### config.mk
export PLATFORM = sky130hd
export DESIGN_NAME = operand_fetch_ctrl
export DESIGN_NICKNAME = d
export VERILOG_FILES = /design/src/rtl/operand_fetch_ctrl.sv
export SDC_FILE = /design/constraint.sdc
export NUM_CORES = 1
export LEC_CHECK = 0
export CAP_MARGIN = 40
export CORE_AREA = 2 2 41 71
export DETAILED_ROUTE_END_ITERATION = 10
export DIE_AREA = 0 0 43 73
export PLACE_DENSITY = 0.63
export SLEW_MARGIN = 25
export SYNTH_ARGS = -nofsm -noshare
export SYNTH_HDL_FRONTEND = slang
export SYNTH_SLANG_ARGS = --single-unit
### constraint.sdc
create_clock -name clock -period 2 [get_ports clock]
set_input_delay 0.2 -clock clock [delete_from_list [all_inputs] [get_ports clock]]
set_output_delay 0.2 -clock clock [all_outputs]
set_load 0.02 [all_outputs]
### src/rtl/operand_fetch_ctrl.sv
// Operand fetch sequencer: steps the single shared register-file read port
// through the left and right operand reads, then pulses done.
// Ports:
//   clock, reset (async, active-high), run (global enable; low freezes all state)
//   req_valid/req_ready/req_lsel/req_rsel/req_lneed/req_rneed : fetch request from decode
//   rd_addr : register-file read address; c11/c12 : left/right input-register load strobes
//   busy (state != IDLE), done (one-cycle pulse), fetch_count (completed fetches, wraps)
module operand_fetch_ctrl #(
    parameter int ADDR_W = 2,
    parameter int CNT_W  = 8
) (
    input  logic              clock,
    input  logic              reset,
    input  logic              run,
    input  logic              req_valid,
    output logic              req_ready,
    input  logic [ADDR_W-1:0] req_lsel,
    input  logic [ADDR_W-1:0] req_rsel,
    input  logic              req_lneed,
    input  logic              req_rneed,
    output logic [ADDR_W-1:0] rd_addr,
    output logic              c11,
    output logic              c12,
    output logic              busy,
    output logic              done,
    output logic [CNT_W-1:0]  fetch_count
);

    typedef enum logic [1:0] {
        IDLE   = 2'd0,
        READ_L = 2'd1,
        READ_R = 2'd2,
        DONE   = 2'd3
    } state_t;

    state_t            state;
    state_t            state_nxt;
    logic [ADDR_W-1:0] lsel_q;
    logic [ADDR_W-1:0] rsel_q;
    logic              lneed_q;
    logic              rneed_q;
    logic              accept;

    assign accept = req_valid && req_ready;
    assign busy   = (state != IDLE);

    always_ff @(posedge clock or posedge reset) begin
        if (reset) begin
            state       <= IDLE;
            lsel_q      <= '0;
            rsel_q      <= '0;
            lneed_q     <= 1'b0;
            rneed_q     <= 1'b0;
            fetch_count <= '0;
        end else begin
            state <= state_nxt;
            if (accept) begin
                lsel_q  <= req_lsel;
                rsel_q  <= req_rsel;
                lneed_q <= req_lneed;
                rneed_q <= req_rneed;
            end
            // A fetch completes on the edge that leaves DONE.
            if (state == DONE && run) begin
                fetch_count <= fetch_count + CNT_W'(1);
            end
        end
    end

    // Outputs decode the state register and are gated by run, so a paused
    // step re-presents its strobe exactly once when run returns. rd_addr is
    // not gated by run so the address stays stable through a pause.
    always_comb begin
        state_nxt = state;
        req_ready = 1'b0;
        rd_addr   = '0;
        c11       = 1'b0;
        c12       = 1'b0;
        done      = 1'b0;
        case (state)
            IDLE: begin
                req_ready = run;
                if (req_valid && run) begin
                    if (req_lneed)      state_nxt = READ_L;
                    else if (req_rneed) state_nxt = READ_R;
                    else                state_nxt = DONE;
                end
            end
            READ_L: begin
                rd_addr = lsel_q;
                // lneed_q is always set in this state; keeps the strobe tied to the request.
                c11     = run && lneed_q;
                if (run) state_nxt = rneed_q ? READ_R : DONE;
            end
            READ_R: begin
                rd_addr = rsel_q;
                c12     = run;
                if (run) state_nxt = DONE;
            end
            DONE: begin
                done = run;
                if (run) state_nxt = IDLE;
            end
            default: state_nxt = IDLE;
        endcase
    end

endmodule

==> results of run 1 <==
## Yosys cell counts (2+ instances only)
cell     count
nor2b_1      3
a22oi_1      2
mux2_4       7
nand4_1      4
ha_1         8
xnor2_1      6
inv_1        4
mux2i_1      2
dfrtp_1     16
nand2_1      4
## final cells by class
class / count / area [µm²] / area share, %
Sequential cell: 16 / 400 / 33.3
Clock buffer: 4 / 55.1 / 4.58
Inverter: 4 / 15.0 / 1.25
Timing Repair Buffer: 25 / 245 / 20.4
Tap cell: 27 / 33.8 / 2.81
Multi-Input combinational cell: 49 / 452 / 37.6
## metal layers
metal,up-vias,track usage [%],routed length [µm]
met5,-,0,0
met4,0,9.09,72
met3,7,2.48,84
met2,23,23.4,929
met1,293,15.9,684
li1,296,-,-
## power groups by stage
stage | Sequential, mW | Combinational, mW | Clock, mW
floorplan | 0.619 | 0.528 | 0
finish | 0.584 | 0.871 | 0.284
CTS | 0.585 | 0.887 | 0.297
detailed placement | 0.590 | 0.904 | 0
global route | 0.606 | 0.959 | 0.311
global placement | 0.585 | 0.886 | 0
## flip-flops by register name (all words and copies together) (netlist names)
register,cells
fetch_count,8
lsel_q,2
rsel_q,2
state,2
lneed_q,1
rneed_q,1
## worst register-to-register path, stage by stage (launching register included)
cell and delay (ps):
dfrtp_1 420, inv_1 160, ha_1 230, and2_4 170
nand2_4 100, mux2_4 310
## cell families (layout without fill, tap and decap cells)
family          Yosys count  in the layout  synth area share (%)
fa+ha+maj                 8              8                  11.4
flops                    16             16                  45.8
simple gates             20             20                  14.7
xor+xnor                  7              7                  7.01
mux                       9              9                  14.3
compound gates            5              5                  4.15
buf+inv                   5             33                  2.57
## timing repair
item	CTS	global route
pin swaps	0	0
cloned	0	0
setup endpoints to repair	4	1
resized for setup	4	1
## through the flow
stage                     hold WS, ps  utilization, %
final                             320            45.7
after floorplan                   114               -
after detailed placement          468            43.7
after global placement            465            43.7
after CTS                         349            45.6
after global routing              396            45.7
## path summary, 6_finish.rpt
kind,cells past startpoint,end,startpoint
worst max-delay path,4,busy,state[1]
worst min-delay path,2,fetch_count[7],reset
worst max register to register,5,lneed_q,state[1]
worst min register to register,1,fetch_count[7],fetch_count[7]
max in group asynchronous,2,fetch_count[0],reset
min in group clock,1,fetch_count[7],fetch_count[7]
==> impl_results.md, run 1 <==
- Status: complete, no violations
- Clock tree buffer depth: 2
- Slew Limit Fails: 0
- Worst path cell trace: inv_1 -> ha_1 -> inv_1 -> clkdlybuf4s50_1
- Wire length per cell: 14.2 µm
- Area leader, netlist: dfrtp_1
- Setup crit end kind: output port
- Final Critical Period: 1880 ps
- Total Routing Usage GR: 14.0%
- Gp weighted congestion: 0.781
- CTS Buf Count: 3
- CP most frequent cell: inv_1
- Drt via density: 4.95
- Pwr Total: 1.74 mW
- DP HPWL: 1.41 mm
- Clock Power Share: 16.3%
- VDD IR max: 0.421 mV
- Initial Util: 33.3%
- ANT nets after route: 0
- Slowest cell delay on critical path: 600 ps
- Later-pin clock latency in the skew report: 250 ps
- Via Count: 619
- Nets: 117
- Switching part of the total: 37.1%
- Seq pwr share: 33.6%
- Seq cells post-synth: 16
- Site Rows: 25
- Final clock skew: 3.95 ps
- RSZ-0062 raised after global routing: no
- Core Region: 2630 µm²
- 1st-iter DRT viols: 10
- Most frequent cells in the layout: clkdlybuf4s50_1, dfrtp_1, ha_1
- Setup Crit Path Kind: register to output port
- PD cells: 1450 nW/µm²
- Syn Area/Cell: 12.5 µm²
- CTS tree: yes
- Leakage: 0.588 nW
- Area after DPL: 1150 µm²
- Max Clock Freq: 533 MHz
- Ys Warns: 0
- Boundary pin count: 25
- Most common cell after layout, fill and taps aside: clkdlybuf4s50_1
- Hold Vio Cnt, Final: 0
- Antenna cell count: 0
- Area delta synth->final: 37.3%
- Clock root buffer: clkbuf_8
- Port bufs: 24
- CP max FO: 5
- Combinational share of power: 50.1%
- Required @ worst endpoint: 1800 ps
- CP Launch Type: register
- Post-Syn Instances: 70
- Cell area after layout: 1200 µm²
- Max-cap viol count: 0
- Synth area leaders: dfrtp_1, mux2_4, ha_1
- Post-CTS setup buffers: 0
- Pin count of the biggest net entering global routing: 17
- Layout cells sized above 1: 17.3%
- Register area share after synthesis: 45.8%
- Die H: 73 µm
- Psw: 0.644 mW
- DIE AREA: 3140 µm²
- Total internal power: 1.09 mW
- Sum of buffers and inverters on the critical path: 3
- FILL cells: 264
- Syn Nets: 88
- WL final: 1.77 mm
- Synth Flop Type: dfrtp_1
- Number of library cell types mapped by synthesis: 24
- Vias in the first global route: 663
- # hold bufs at CTS: 0
- Max-slew headroom: 58.7%
- Number of antenna violations at the first check in global routing: 0
- Die X: 43 µm
- Placed cells: 121
- Critical path's top delay family: buffers and inverters
- Top-area cell type share of the netlist area: 45.8%
- Reg clk slew, reported paths: 60 ps
- Slowest CP cell: clkdlybuf4s50_1
- R2R Setup Slk: 490 ps
- Setup TNS: 0 ps
- H-tree depth: 1
- Crit path DAT: 1680 ps
- Gr ovfl total: 0
- First-pass iteration count of the detailed router: 4
- Worst hold path class: input port to async pin
- DRC viols: 0
- Final WS setup: 122 ps
- Number of flops mapped to enable cells by yosys: 0
- Period utilization: 93.9%
- CTS sink cnt: 16
- Share of flip-flops with an asynchronous set or reset: 100%
- Place WS: 149 ps
- Post-Synthesis Cell Area: 875 µm²
- First-pass GRT wire length: 3.21 mm
- Final Setup Violations: 0
- Fin cells: 125
- Worst-margin pin slew: 619 ps
No activity file was read; power rests on OpenSTA's default activity.
==> run 2, diff against run 1 <==
--- a/config.mk
+++ b/config.mk
@@ -14,3 +14,4 @@
 export SYNTH_ARGS = -nofsm -noshare
 export SYNTH_HDL_FRONTEND = slang
 export SYNTH_SLANG_ARGS = --single-unit
+export TNS_END_PERCENT = 100
==> results of run 2 <==
The final DEF is identical to that of run 1; final timing and power are the same.
==> run 3, diff against run 2 <==
==> constraint.sdc (replaced) <==
create_clock -name clock -period 2 [get_ports clock]
set_input_delay 0.2 -clock clock [delete_from_list [all_inputs] [get_ports clock]]
set_output_delay 0.2 -clock clock [all_outputs]
set_load 0.005 [all_outputs]
==> impl_results.md, run 3 (same netlist as run 1, synthesis figures left out) <==
- Number of antenna violations at the first check in global routing: 0 (unchanged)
- Clock root buffer: clkbuf_8
- Setup crit end kind: output port
- Site Rows: 25 (unchanged)
- Boundary pin count: 25 (unchanged)
- Area delta synth->final: 45.5%
- H-tree depth: 1 (unchanged)
- Period utilization: 96.4% (+2.5 points)
- Antenna cell count: 0 (unchanged)
- R2R depth: 5 (unchanged)
- Pwr Total: 1.79 mW (+2.7%)
- PD cells: 1400 nW/µm² (-3.0%)
- Vias in the first global route: 699 (+5.4%)
- Die X: 43 µm (unchanged)
- Final Critical Period: 1930 ps (+49.2 ps)
- Max Clock Freq: 519 MHz (-2.6%)
- CTS tree: yes
- DRC viols: 0 (unchanged)
- First-pass iteration count of the detailed router: 4 (unchanged)
- # hold bufs at CTS: 0 (unchanged)
- Most common cell after layout, fill and taps aside: clkdlybuf4s50_1
- Initial Util: 33.3% (unchanged)
- Reg clk slew, reported paths: 60 ps (about the same)
- Total Routing Usage GR: 13.6% (-0.36 points)
- Most frequent cells in the layout: clkdlybuf4s50_1, dfrtp_1, buf_4
- Via Count: 669 (+8.1%)
- Drt via density: 5.07 (+2.3%)
- Gp weighted congestion: 0.781 (about the same)
- Setup Crit Path Kind: register to output port
- Gr ovfl total: 0 (unchanged)
- Setup TNS: 0 ps (unchanged)
- Leakage: 0.583 nW (-0.93%)
- Port bufs: 24 (unchanged)
- Max-cap viol count: 0 (unchanged)
- Required @ worst endpoint: 1800 ps (about the same)
- CTS Buf Count: 3 (unchanged)
- 1st-iter DRT viols: 8 (-2)
- Later-pin clock latency in the skew report: 250 ps (about the same)
- WL final: 1.91 mm (+7.9%)
- Worst hold path class: input port to async pin
- R2R Path End: rsel_q[1]
- Max reg flops: 8 (unchanged)
- CP max FO: 5 (unchanged)
- First-pass GRT wire length: 3.17 mm (-1.1%)
- Layout cells sized above 1: 27.6% (+10 points)
- Reg with most FFs: fetch_count
- Final Setup Violations: 0 (unchanged)
- Final clock skew: 1.09 ps (-2.87 ps)
- CP Launch Type: register
- Die H: 73 µm (unchanged)
- Clock tree buffer depth: 2 (unchanged)
- Slew Limit Fails: 0 (unchanged)
- CTS sink cnt: 16 (unchanged)
- FILL cells: 250 (-5.3%)
- Max-slew headroom: 58.7% (about the same)
- VDD IR max: 0.455 mV (+8.0%)
- Hold Vio Cnt, Final: 0 (unchanged)
- R2R Setup Slk: 510 ps (+20 ps)
- Core Region: 2630 µm² (unchanged)
- Wire length per cell: 14.5 µm (+2.2%)
- Pin count of the biggest net entering global routing: 17 (unchanged)
- Crit path DAT: 1730 ps (+50 ps)
- Reg-to-Reg Start: state[1]
- DIE AREA: 3140 µm² (unchanged)
- ANT nets after route: 0 (unchanged)
- DP HPWL: 1.43 mm (+1.2%)
- Nets: 124 (+6.0%)
- Status: complete, no violations
- Worst-margin pin slew: 619 ps (+0.0122 ps)
[run 3: cell types whose count changed in the layout (fill, tap and decap cells not counted), sizes merged]
cell / delta
dlygate4sd2: -4
clkdlybuf4s50: +5
buf: +7
dlymetal6s2s: -1
[run 3: critical path, stage by stage (launching register included)]
cell	delay [ps]
dfrtp_1	420
inv_2	130
buf_4	130
ha_1	140
and3_2	170
clkdlybuf4s50_1	490
[run 3: cell type report]
class	instances	area [µm²]	share of cell area (%)
Multi-Input combinational cell	49	467	36.7
Timing Repair Buffer	32	300	23.6
Sequential cell	16	402	31.6
Tap cell	27	33.8	2.65
Clock buffer	4	55.1	4.33
Inverter	4	15.0	1.18
[run 3: how the worst max path moves through the flow]
stage	start	endpoint	slack, ps	cells past startpoint
finish	state[1]	c11	70	5
global route	state[0]	rd_addr[1]	-20	5
CTS	state[0]	rd_addr[1]	20	5
detailed placement	state[1]	rd_addr[1]	240	5
global placement	state[1]	rd_addr[1]	280	5
floorplan	state[0]	lneed_q	630	5
[run 3: per-layer routing]
metal / wire length (µm) / global-route usage [%]
met1: 708 / 14.5
met2: 1050 / 24.7
met3: 89 / 1.73
met4: 60 / 8.08
met5: 0 / 0
[run 3: what timing repair did]
action / in CTS / in global routing
gates resized for setup: 2 / 4
buffers inserted: 0 / 7
endpoints found under the setup margin: 2 / 3
[run 3: power by group]
group,leakage (nW),internal [mW],switching [mW],total [mW]
sequential,0.198,0.460,0.134,0.595
combinational,0.356,0.576,0.332,0.907
clock,0.0288,0.174,0.110,0.284
[run 3: per-stage QoR]
stage          utilization (%)  setup WS [ps]  cells  hold WS (ps)  cell area [µm²]
2_1_floorplan                -            625     70           114              875
3_3_place_gp              43.7            279    121           464             1150
3_5_place_dp              43.7            244    121           468             1150
4_1_cts                   45.9           21.6    125           345             1210
5_1_grt                   48.4          -18.9    132           402             1270
6_report                  48.4           72.9    132           325             1270
==> variant (flow settings as in run 2) <==
Put one more register stage on the output `fetch_count`. The value now appears one clock later. The other outputs are not delayed to match. Comments in the files are not updated.
--- a/src/rtl/operand_fetch_ctrl.sv
+++ b/src/rtl/operand_fetch_ctrl.sv
@@ -33,6 +33,8 @@
         DONE   = 2'd3
     } state_t;
 
+    logic [CNT_W-1:0] fetch_count_s0;
+
     state_t            state;
     state_t            state_nxt;
     logic [ADDR_W-1:0] lsel_q;
@@ -51,7 +53,7 @@
             rsel_q      <= '0;
             lneed_q     <= 1'b0;
             rneed_q     <= 1'b0;
-            fetch_count <= '0;
+            fetch_count_s0 <= '0;
         end else begin
             state <= state_nxt;
             if (accept) begin
@@ -62,7 +64,7 @@
             end
             // A fetch completes on the edge that leaves DONE.
             if (state == DONE && run) begin
-                fetch_count <= fetch_count + CNT_W'(1);
+                fetch_count_s0 <= fetch_count_s0 + CNT_W'(1);
             end
         end
     end
@@ -105,5 +107,9 @@
         endcase
     end
 
+    always_ff @(posedge clock) begin
+        fetch_count <= fetch_count_s0;
+    end
+
 endmodule
 
Check against the original RTL: not equivalent (Yosys sat finds a counterexample within 4 cycles, from zero or initial values and one cycle with reset high).
==> variant against run 2 <==
  * Register-to-register slack lost 100 ps
  * Synthesized area increased by 19%
  * Total power up 14%
  * Final cell count increased by 7.2%
  * Sequential power rose by 35%
  * Clock skew rose by 1.3 ps
  * Setup slack worse by 33 ps
  * Cell area rose by 13%
  * First-iteration DRC count shrank 30%
  * Sequential cell count grew 8
  * Routed wire length rose by 1.6%
  * Critical path type unchanged
  * Largest cell class is now sequential cells
==> variant: results (changes against run 2) <==
Run status
  • Status: complete, no violations (unchanged)

Route
  • Via count: 675 (was 619)
  • Total iterations of the first detailed-routing run: 3 (was 4)
  • Detail-routed via count per cell: 5.04 (was 4.95)
  • Initial drt markers: 7 (was 10)
  • Antenna Nets Post-Route: 0 (unchanged)
  • DRT Wirelength: 1800 µm (was 1770 µm)

Synth
  • Synth cell types: 25 (was 24)
  • Yosys warning total: 0 (unchanged)
  • Synth area leaders: dfrtp_1 (38%), dfxtp_1 (15%), ha_1 (9.6%) (was dfrtp_1 (46%), mux2_4 (12%), ha_1 (11%))
  • Fraction of the yosys area taken by sequential cells: 0.538 (was 0.458)
  • List of most frequent post-synthesis cells: dfrtp_1 (16), dfxtp_1 (8), ha_1 (8), xnor2_1 (7) (was dfrtp_1 (16), ha_1 (8), mux2_4 (7), xnor2_1 (6))
  • FFs w/ async S/R, synth: 0.667 (was 1.00)
  • Ys flop type: dfrtp_1 (unchanged)
  • Gate Count Post-Synth: 80 (was 70)
  • Syn Nets: 98 (was 88)

Cells and area
  • Largest registers: fetch_count (8), fetch_count_s0 (8)
  • Ant diodes: 0 (unchanged)
  • Fillers: 262 (was 264)
  • Share of layout cells above drive strength 1: 0.178 (was 0.173)

Timing
  • Fmax: 0.523 GHz (was 0.533 GHz)
  • Fin Hold WS: 306 ps (was 320 ps)
  • Worst slew pin tran: 616 ps (was 619 ps)
  • Worst Skew: 5.21 ps (was 3.95 ps)

Critical path
  • Arrival time at the worst endpoint: 1710 ps (was 1680 ps)
  • CP max FO: 5 (unchanged)
  • Flop2flop setup slack: 390 ps (was 490 ps)
  • Beginning of the worst register-to-register path: state[1] (unchanged)
  • Crit path from: state[0] (was state[1])

Place
  • Total placed cells including tap cells: 130 (was 121)
  • Port bufs: 24 (unchanged)
  • Post-DP HPWL: 1410 µm (about the same)
  • Setup WS pre-CTS: 115 ps (was 149 ps)
  • RePlAce Congestion: 0.712 (was 0.781)
  • DP Area: 1300 µm² (was 1150 µm²)

Global routing
  • Largest net degree at the start of global routing: 17 (unchanged)
  • First-pass GRT wire length: 3030 µm (was 3210 µm)
  • GRT Util Overall: 0.130 (was 0.140)
  • Initial antenna violation count: 0 (unchanged)
  • Number of global-route vias before repair: 654 (was 663)

Pwr
  • Max IR drop VDD: 0.676 mV (was 0.421 mV)
  • P_leak: 0.645 nW (was 0.588 nW)

Clocking
  • Worst-Skew Late Latency: 260 ps
  • Post-CTS Setup Repair Bufs: 0 (unchanged)
  • Clock slew at reported path FFs: 80 ps (was 60 ps)
  • CTS root buffer: clkbuf_8 (unchanged)
  • CTS Buf Count: 3 (unchanged)
  • Clock buffer depth: 2 (unchanged)

Hold path
  • Min-delay worst type: in2async (unchanged)
## variant: changes by cell type in the layout (fill, tap and decap cells not counted), moves of 2 or more
cell / before / now
nor2_1: 0 / 2
nand2_1: 4 / 2
nand3_1: 0 / 4
nand4_1: 4 / 2
nor2b_1: 3 / 1
inv_1: 4 / 6
dfxtp_1: 0 / 8
mux2_2: 0 / 2
## variant: routing by layer
metal,track usage,routed length (µm),up-vias
met5,0,0,-
met4,0.0707,42,0
met3,0.0223,73,5
met2,0.224,978,23
met1,0.150,704,327
li1,-,-,320
## variant: logic make-up after synthesis
group | Yosys count | share of synthesized area
buf+inv | 7 | 0.0324
xor+xnor | 7 | 0.0589
compound gates | 4 | 0.0300
fa+ha+maj | 8 | 0.0962
simple gates | 20 | 0.117
flops | 24 | 0.538
mux | 10 | 0.127
## variant: timing repair
action	in CTS	in global routing
endpoints found under the setup margin	6	2
gates resized for setup	6	1
gates cloned	0	0
## variant: final timing paths
kind,to,cells after the start
max,busy,4
min,fetch_count_s0[2],2
max reg2reg,state[1],5
min reg2reg,fetch_count[7],0
max in group asynchronous,state[1],2
min in group clock,fetch_count[7],0
## variant: power by group
group	switching, mW	internal [mW]	total [mW]
combinational	0.413	0.453	0.866
clock	0.146	0.176	0.321
sequential	0.125	0.666	0.790
total	0.683	1.29	1.98
## variant: area by class of cell
| cell class | count | area [µm²] | share of cell area |
|---|---|---|---|
| flip-flops and latches | 24 | 562 | 0.414 |
| multi-input cells | 49 | 449 | 0.331 |
| repair buffers | 24 | 234 | 0.173 |
| clock buffers | 4 | 55.1 | 0.0406 |
| well taps | 27 | 33.8 | 0.0249 |
| inverters | 6 | 22.5 | 0.0166 |
## variant: worst max-delay path: stages, from the launching register on
cell and delay (ps):
dfrtp_1 410, inv_1 130, ha_1 250, inv_1 60, clkdlybuf4s50_1 600
